## config.mk

```make
export PLATFORM = sky130hd
export DESIGN_NAME = atm_bank_responder
export DESIGN_NICKNAME = d
export VERILOG_FILES = /design/src/rtl/atm_bank_responder.sv
export SDC_FILE = /design/constraint.sdc
export NUM_CORES = 1
export LEC_CHECK = 0
export ABC_CLOCK_PERIOD_IN_PS = 7800
export CAP_MARGIN = 10
export CELL_PAD_IN_SITES_DETAIL_PLACEMENT = 1
export CELL_PAD_IN_SITES_GLOBAL_PLACEMENT = 2
export CORE_MARGIN = 5
export CORE_UTILIZATION = 37
export DETAILED_ROUTE_END_ITERATION = 10
export PLACE_DENSITY = 0.83
export SLEW_MARGIN = 40
export SYNTH_ARGS = -nofsm -noshare
export SYNTH_HDL_FRONTEND = slang
export SYNTH_SLANG_ARGS = --single-unit
```

## constraint.sdc

```tcl
create_clock -name clk -period 7.8 [get_ports clk]
set_clock_uncertainty 0.15 [all_clocks]
set_input_delay 1.56 -clock clk [delete_from_list [all_inputs] [get_ports clk]]
set_output_delay 1.56 -clock clk [all_outputs]
set_load 0.01 [all_outputs]
```

## src/rtl/atm_bank_responder.sv

```systemverilog
// Bank-side account table and transaction engine for the ATM controller.
// One transaction at a time: linear search of the table, one execute cycle, then a held response.
module atm_bank_responder #(
    parameter int NUM_ACCTS     = 3,
    parameter int REG_WIDTH     = 12,
    parameter int AMT_WIDTH     = 6,
    parameter int MAX_PIN_FAILS = 3,
    localparam int IDX_W        = (NUM_ACCTS > 1) ? $clog2(NUM_ACCTS) : 1
) (
    input  logic                 clk,
    input  logic                 rst,
    input  logic                 init_we,
    input  logic [IDX_W-1:0]     init_idx,
    input  logic [REG_WIDTH-1:0] init_acct,
    input  logic [REG_WIDTH-1:0] init_pin,
    input  logic [REG_WIDTH-1:0] init_balance,
    input  logic                 req_valid,
    output logic                 req_ready,
    input  logic [2:0]           req_op,
    input  logic [REG_WIDTH-1:0] req_acct,
    input  logic [REG_WIDTH-1:0] req_pin,
    input  logic [REG_WIDTH-1:0] req_dst,
    input  logic [AMT_WIDTH-1:0] req_amount,
    output logic                 rsp_valid,
    input  logic                 rsp_ready,
    output logic [2:0]           rsp_status,
    output logic [REG_WIDTH-1:0] rsp_balance,
    output logic [REG_WIDTH-1:0] rsp_dst_balance
);

    localparam logic [2:0] OP_LOOKUP = 3'd0, OP_DEPOSIT = 3'd3,
                           OP_WITHDRAW = 3'd4, OP_TRANSFER = 3'd5;
    localparam logic [2:0] ST_OK = 3'd0, ST_NO_ACCT = 3'd1, ST_BAD_PIN = 3'd2, ST_LOCKED = 3'd3,
                           ST_INSUFF = 3'd4, ST_NO_DST = 3'd5, ST_OVERFLOW = 3'd6, ST_BAD_REQ = 3'd7;
    localparam logic [1:0]       FAIL_MAX = 2'(MAX_PIN_FAILS);
    localparam logic [IDX_W-1:0] LAST_IDX = IDX_W'(NUM_ACCTS - 1);

    typedef enum logic [1:0] {S_IDLE, S_SEARCH, S_EXEC, S_RESP} state_t;

    state_t               state_q;
    logic                 tbl_vld_q  [NUM_ACCTS];
    logic [REG_WIDTH-1:0] tbl_acct_q [NUM_ACCTS];
    logic [REG_WIDTH-1:0] tbl_pin_q  [NUM_ACCTS];
    logic [REG_WIDTH-1:0] tbl_bal_q  [NUM_ACCTS];
    logic [1:0]           tbl_fail_q [NUM_ACCTS];

    logic [2:0]           rq_op_q;
    logic [REG_WIDTH-1:0] rq_acct_q, rq_pin_q, rq_dst_q;
    logic [AMT_WIDTH-1:0] rq_amt_q;
    logic [IDX_W-1:0]     idx_q, src_idx_q, dst_idx_q;
    logic                 src_hit_q, dst_hit_q;

    logic                 rsp_valid_q;
    logic [2:0]           rsp_status_q;
    logic [REG_WIDTH-1:0] rsp_bal_q, rsp_dbal_q;

    logic [2:0]           status_d;
    logic [REG_WIDTH-1:0] src_bal, dst_bal, amt_ext, src_bal_d, dst_bal_d;
    logic [REG_WIDTH:0]   src_sum, dst_sum;
    logic                 wr_src, wr_dst, fail_clr, fail_inc;

    assign req_ready       = (state_q == S_IDLE) & ~init_we;
    assign rsp_valid       = rsp_valid_q;
    assign rsp_status      = rsp_status_q;
    assign rsp_balance     = rsp_bal_q;
    assign rsp_dst_balance = rsp_dbal_q;

    // Execute-cycle decision; only OK outcomes raise a balance write.
    always_comb begin
        src_bal   = tbl_bal_q[src_idx_q];
        dst_bal   = tbl_bal_q[dst_idx_q];
        amt_ext   = REG_WIDTH'(rq_amt_q);
        src_sum   = {1'b0, src_bal} + {1'b0, amt_ext};
        dst_sum   = {1'b0, dst_bal} + {1'b0, amt_ext};
        status_d  = ST_OK;
        src_bal_d = src_bal;
        dst_bal_d = dst_bal;
        wr_src    = 1'b0;
        wr_dst    = 1'b0;
        fail_clr  = 1'b0;
        fail_inc  = 1'b0;
        if (rq_op_q > OP_TRANSFER || (rq_op_q >= OP_DEPOSIT && rq_amt_q == '0) ||
            (rq_op_q == OP_TRANSFER && rq_dst_q == rq_acct_q)) begin
            status_d = ST_BAD_REQ;
        end else if (!src_hit_q) begin
            status_d = ST_NO_ACCT;
        end else if (rq_op_q == OP_LOOKUP) begin
            status_d = ST_OK;
        end else if (tbl_fail_q[src_idx_q] == FAIL_MAX) begin
            status_d = ST_LOCKED;
        end else if (tbl_pin_q[src_idx_q] != rq_pin_q) begin
            status_d = ST_BAD_PIN;
            fail_inc = 1'b1;
        end else begin
            fail_clr = 1'b1;
            case (rq_op_q)
                OP_DEPOSIT: begin
                    if (src_sum[REG_WIDTH]) status_d = ST_OVERFLOW;
                    else begin
                        src_bal_d = src_sum[REG_WIDTH-1:0];
                        wr_src    = 1'b1;
                    end
                end
                OP_WITHDRAW: begin
                    if (amt_ext > src_bal) status_d = ST_INSUFF;
                    else begin
                        src_bal_d = src_bal - amt_ext;
                        wr_src    = 1'b1;
                    end
                end
                OP_TRANSFER: begin
                    if (!dst_hit_q)              status_d = ST_NO_DST;
                    else if (amt_ext > src_bal)  status_d = ST_INSUFF;
                    else if (dst_sum[REG_WIDTH]) status_d = ST_OVERFLOW;
                    else begin
                        src_bal_d = src_bal - amt_ext;
                        dst_bal_d = dst_sum[REG_WIDTH-1:0];
                        wr_src    = 1'b1;
                        wr_dst    = 1'b1;
                    end
                end
                default: status_d = ST_OK;
            endcase
        end
    end

    always_ff @(posedge clk or posedge rst) begin
        if (rst) begin
            state_q      <= S_IDLE;
            rq_op_q      <= '0;
            rq_acct_q    <= '0;
            rq_pin_q     <= '0;
            rq_dst_q     <= '0;
            rq_amt_q     <= '0;
            idx_q        <= '0;
            src_idx_q    <= '0;
            dst_idx_q    <= '0;
            src_hit_q    <= 1'b0;
            dst_hit_q    <= 1'b0;
            rsp_valid_q  <= 1'b0;
            rsp_status_q <= '0;
            rsp_bal_q    <= '0;
            rsp_dbal_q   <= '0;
            for (int i = 0; i < NUM_ACCTS; i++) begin
                tbl_vld_q[i]  <= 1'b0;
                tbl_acct_q[i] <= '0;
                tbl_pin_q[i]  <= '0;
                tbl_bal_q[i]  <= '0;
                tbl_fail_q[i] <= '0;
            end
        end else begin
            case (state_q)
                S_IDLE: begin
                    if (init_we) begin
                        if (int'(init_idx) < NUM_ACCTS) begin
                            tbl_vld_q[init_idx]  <= 1'b1;
                            tbl_acct_q[init_idx] <= init_acct;
                            tbl_pin_q[init_idx]  <= init_pin;
                            tbl_bal_q[init_idx]  <= init_balance;
                            tbl_fail_q[init_idx] <= '0;
                        end
                    end else if (req_valid) begin
                        rq_op_q   <= req_op;
                        rq_acct_q <= req_acct;
                        rq_pin_q  <= req_pin;
                        rq_dst_q  <= req_dst;
                        rq_amt_q  <= req_amount;
                        idx_q     <= '0;
                        src_hit_q <= 1'b0;
                        dst_hit_q <= 1'b0;
                        state_q   <= S_SEARCH;
                    end
                end
                // Source and destination are matched in the same pass; first hit is kept.
                S_SEARCH: begin
                    if (!src_hit_q && tbl_vld_q[idx_q] && tbl_acct_q[idx_q] == rq_acct_q) begin
                        src_hit_q <= 1'b1;
                        src_idx_q <= idx_q;
                    end
                    if (!dst_hit_q && tbl_vld_q[idx_q] && tbl_acct_q[idx_q] == rq_dst_q) begin
                        dst_hit_q <= 1'b1;
                        dst_idx_q <= idx_q;
                    end
                    if (idx_q == LAST_IDX) state_q <= S_EXEC;
                    else                   idx_q   <= idx_q + 1'b1;
                end
                S_EXEC: begin
                    if (wr_src) tbl_bal_q[src_idx_q] <= src_bal_d;
                    if (wr_dst) tbl_bal_q[dst_idx_q] <= dst_bal_d;
                    if (fail_clr) tbl_fail_q[src_idx_q] <= '0;
                    else if (fail_inc && tbl_fail_q[src_idx_q] != 2'b11)
                        tbl_fail_q[src_idx_q] <= tbl_fail_q[src_idx_q] + 2'd1;
                    rsp_valid_q  <= 1'b1;
                    rsp_status_q <= status_d;
                    rsp_bal_q    <= src_hit_q ? src_bal_d : '0;
                    rsp_dbal_q   <= (rq_op_q == OP_TRANSFER && dst_hit_q) ? dst_bal_d : '0;
                    state_q      <= S_RESP;
                end
                S_RESP: begin
                    if (rsp_ready) begin
                        rsp_valid_q <= 1'b0;
                        state_q     <= S_IDLE;
                    end
                end
                default: state_q <= S_IDLE;
            endcase
        end
    end

endmodule

```

==> flow_summary.ini <==
[outcome]
status = finished clean

[global_route]
grt_max_degree = 106
grt_usage_pct = 23.6
grt_pass1_vias = 11554
antenna_found_initial = 1
overflow = 0
grt_pass1_wl_um = 69900

[setup_path]
crit_path_max_incr_delay_ns = 0.80
worstPathArrival_ns = 5.25
criticalPathCategory = reg -> reg
start_kind = flip-flop
path_common_cell = buf_4
required_ns = 8.01
crit_fanout = 36
r2r_setup_slack_ns = 2.76
cp_cell_sequence = buf_4, o22ai_1, ha_1, fa_1, inv_1, o311a_1, o311ai_1, buf_4, a31oi_1, a21oi_2, nor3_1, mux2_2, a221o_1
crit_slowest_cell = dfrtp_4
cp-end-kind = flip-flop

[min_path]
hp-class = reg -> reg

[sta]
min_period_ns = 5.04
achievable-frequency_mhz = 198
final_hold_viol_count = 0
min_period_over_period_pct = 64.7
tightest_slew_ns = 0.949
final_max_slew_viol_count = 0
rsz0062_at_grt = false
setup-tns-final_ns = 0
slew_headroom_pct = 36.2
setup_viol = 0
fin_hold_ws_ns = 0.324

[floorplan]
initial_core_util_pct = 37.5
io_pins = 117
num_rows = 67
die_w_um = 195
die-area_mm2 = 0.0379
core_mm2 = 0.0336
fp.dieH_um = 195

[clocking]
cts_tree = yes
cts_root_buffer = clkbuf_16
htree_levels = 4
cts_max_path_buffers = 2
postCtsHoldBufs = 0
cts.sinks = 200
clock_latency_ns = 0.47
cts-resized-gates = 0
path_clk_slew_ns = 0.09
cts-buffers-inserted = 17
post_cts_buffers = 0

[placement]
dp_hpwl_um = 33800
dpl_cell_area_mm2 = 0.0142
finalWeightedCongestion = 0.945
port_buffers = 116

[routing]
viasPerCell = 5.90
firstDrtPassIters = 5
drt.antenna.violating_nets = 0
drt_iter0_drc = 695
vias = 10997
routed_wl_um = 45300
drc = 0
wl_per_cell_um = 24.3

[synth]
syn_area_mm2 = 0.0126
ys_warn_count = 0
yosys-top-cells-area = dfrtp_1 40%, mux2_2 11%, mux2i_1 4.2%, nand2_1 3.2%, xnor2_1 3.0%
synthFlopType = dfrtp_1
ys_seq_elements = 200
syn_nets = 1450
ys_types = 77
syn_inst = 1334
yosysTopAreaCell = dfrtp_1
synth_edf_count = 0
synthTopCellsByCount = 200 x dfrtp_1, 127 x mux2_2, 108 x nand2_1
synth_most_common_cell = dfrtp_1
synth_largest_type_area_fraction_pct = 39.7
async_flop_share_pct = 100
ys_seq_area_share_pct = 39.7
synth.avg_cell_area_um2 = 9.46

[pwr]
power_density_mw_per_mm2 = 405
leakage_uw = 0.00568
ir_drop_mv = 0.189

[cells_and_area]
n_antenna_cell = 0
nNetsFinal = 1519
drive_gt1_share_pct = 15.4
area_delta_synth_final_pct = 17.4
finalInstanceArea_mm2 = 0.0148

[job]
cap_violations = 0
[routing by layer]
layer	share of wire, %	track usage (%)	vias to the layer above	routed length [µm]
li1	-	-	5035	-
met1	43	30.2	5605	19600
met2	49	40.5	295	22400
met3	4.7	4.16	60	2110
met4	2.6	7.81	2	1190
met5	0.024	0	-	11
[cell usage in the layout, fill, tap and decap left out, types with 6 or more instances in the layout]
cell / netlist / routed
mux2_2: 127 / 127
a21oi_1: 56 / 56
nand4_1: 21 / 21
and4_1: 6 / 6
o32ai_1: 11 / 10
nand2b_1: 25 / 24
xor2_1: 6 / 6
a22o_1: 9 / 9
nand3_1: 38 / 38
a311oi_1: 7 / 7
nor2b_1: 21 / 19
o22ai_1: 51 / 51
dfrtp_1: 200 / 198
a22oi_1: 8 / 8
o22a_1: 8 / 8
nor2_1: 75 / 73
clkbuf_16: 0 / 17
a211oi_1: 6 / 6
o31ai_1: 11 / 11
a221oi_1: 8 / 8
buf_4: 0 / 15
o221a_2: 7 / 7
clkdlybuf4s50_1: 0 / 116
and2_1: 10 / 11
nor4_1: 9 / 7
nor3_1: 36 / 32
a31oi_1: 17 / 17
o211ai_1: 18 / 18
o21ai_0: 68 / 67
or2_2: 7 / 7
a21o_1: 7 / 7
or3_1: 10 / 10
mux2i_1: 53 / 53
ha_1: 25 / 24
inv_1: 66 / 65
xnor2_1: 43 / 43
nand2_1: 108 / 106
[cell type report]
cell class                 count  area [µm²]
clock buffer                  17         425
clock inverter                15         185
fill                        3830       18800
inverter                      67         264
multi-input combinational    985        7090
sequential                   200        5010
tap                          448         561
timing repair buffer         132        1280
[through the flow]
stage | setup WS (ns) | instances | total power, µW | util [%]
after floorplan | 0.636 | 1334 | 4000 | -
after global placement | 2.69 | 1832 | 4940 | 42.1
after detailed placement | 2.58 | 1832 | 5040 | 42.2
after CTS | 2.60 | 1864 | 6010 | 44.0
after global routing | 2.60 | 1864 | 6400 | 44.1
final | 2.76 | 1864 | 6000 | 44.1
[path summary, 6_finish.rpt]
kind / start / end / depth (start not counted)
worst min register to register: tbl_vld_q[2] / tbl_vld_q[2] / 1
worst max register to register: src_idx_q[0] / tbl_bal_q[14] / 13
max in group asynchronous: rst / tbl_acct_q[8] / 3
worst max-delay path: src_idx_q[0] / tbl_bal_q[14] / 13
worst min-delay path: tbl_vld_q[2] / tbl_vld_q[2] / 1
min in group asynchronous: rst / rsp_balance[6] / 2
[critical path, delay by kind of cell (launching register included)]
family,cells,cell delay [ns]
AND/OR/NAND/NOR,1,0.67
buffers and inverters,3,0.66
flip-flops,1,0.80
adder cells (fa/ha/maj),2,0.67
multiplexers,1,0.41
AO/OA/AOI/OAI,6,1.55
[registers in the layout, indices dropped and copies added (netlist names), 6 cells and up]
register / flops
rq_acct_q: 12
rq_amt_q: 6
rq_dst_q: 12
rq_pin_q: 12
rsp_balance: 12
rsp_dst_balance: 12
tbl_acct_q: 36
tbl_bal_q: 36
tbl_fail_q: 6
tbl_pin_q: 36
[where the power goes]
part	switching [µW]	total [µW]	leakage [µW]	internal, µW
Sequential	466	1940	0.00245	1470
Combinational	1820	3120	0.00294	1300
Clock	477	939	0.000292	462
[kinds of logic after synthesis]
logic type	Yosys count	share of synthesized area, %
XOR/XNOR	49	3.40
buffers and inverters	149	4.77
multiplexers	183	15.8
flip-flops	200	39.7
AO/OA/AOI/OAI	337	18.0
AND/OR/NAND/NOR	388	15.3
adder cells (fa/ha/maj)	28	2.95
No activity file was read; power rests on OpenSTA's default activity.
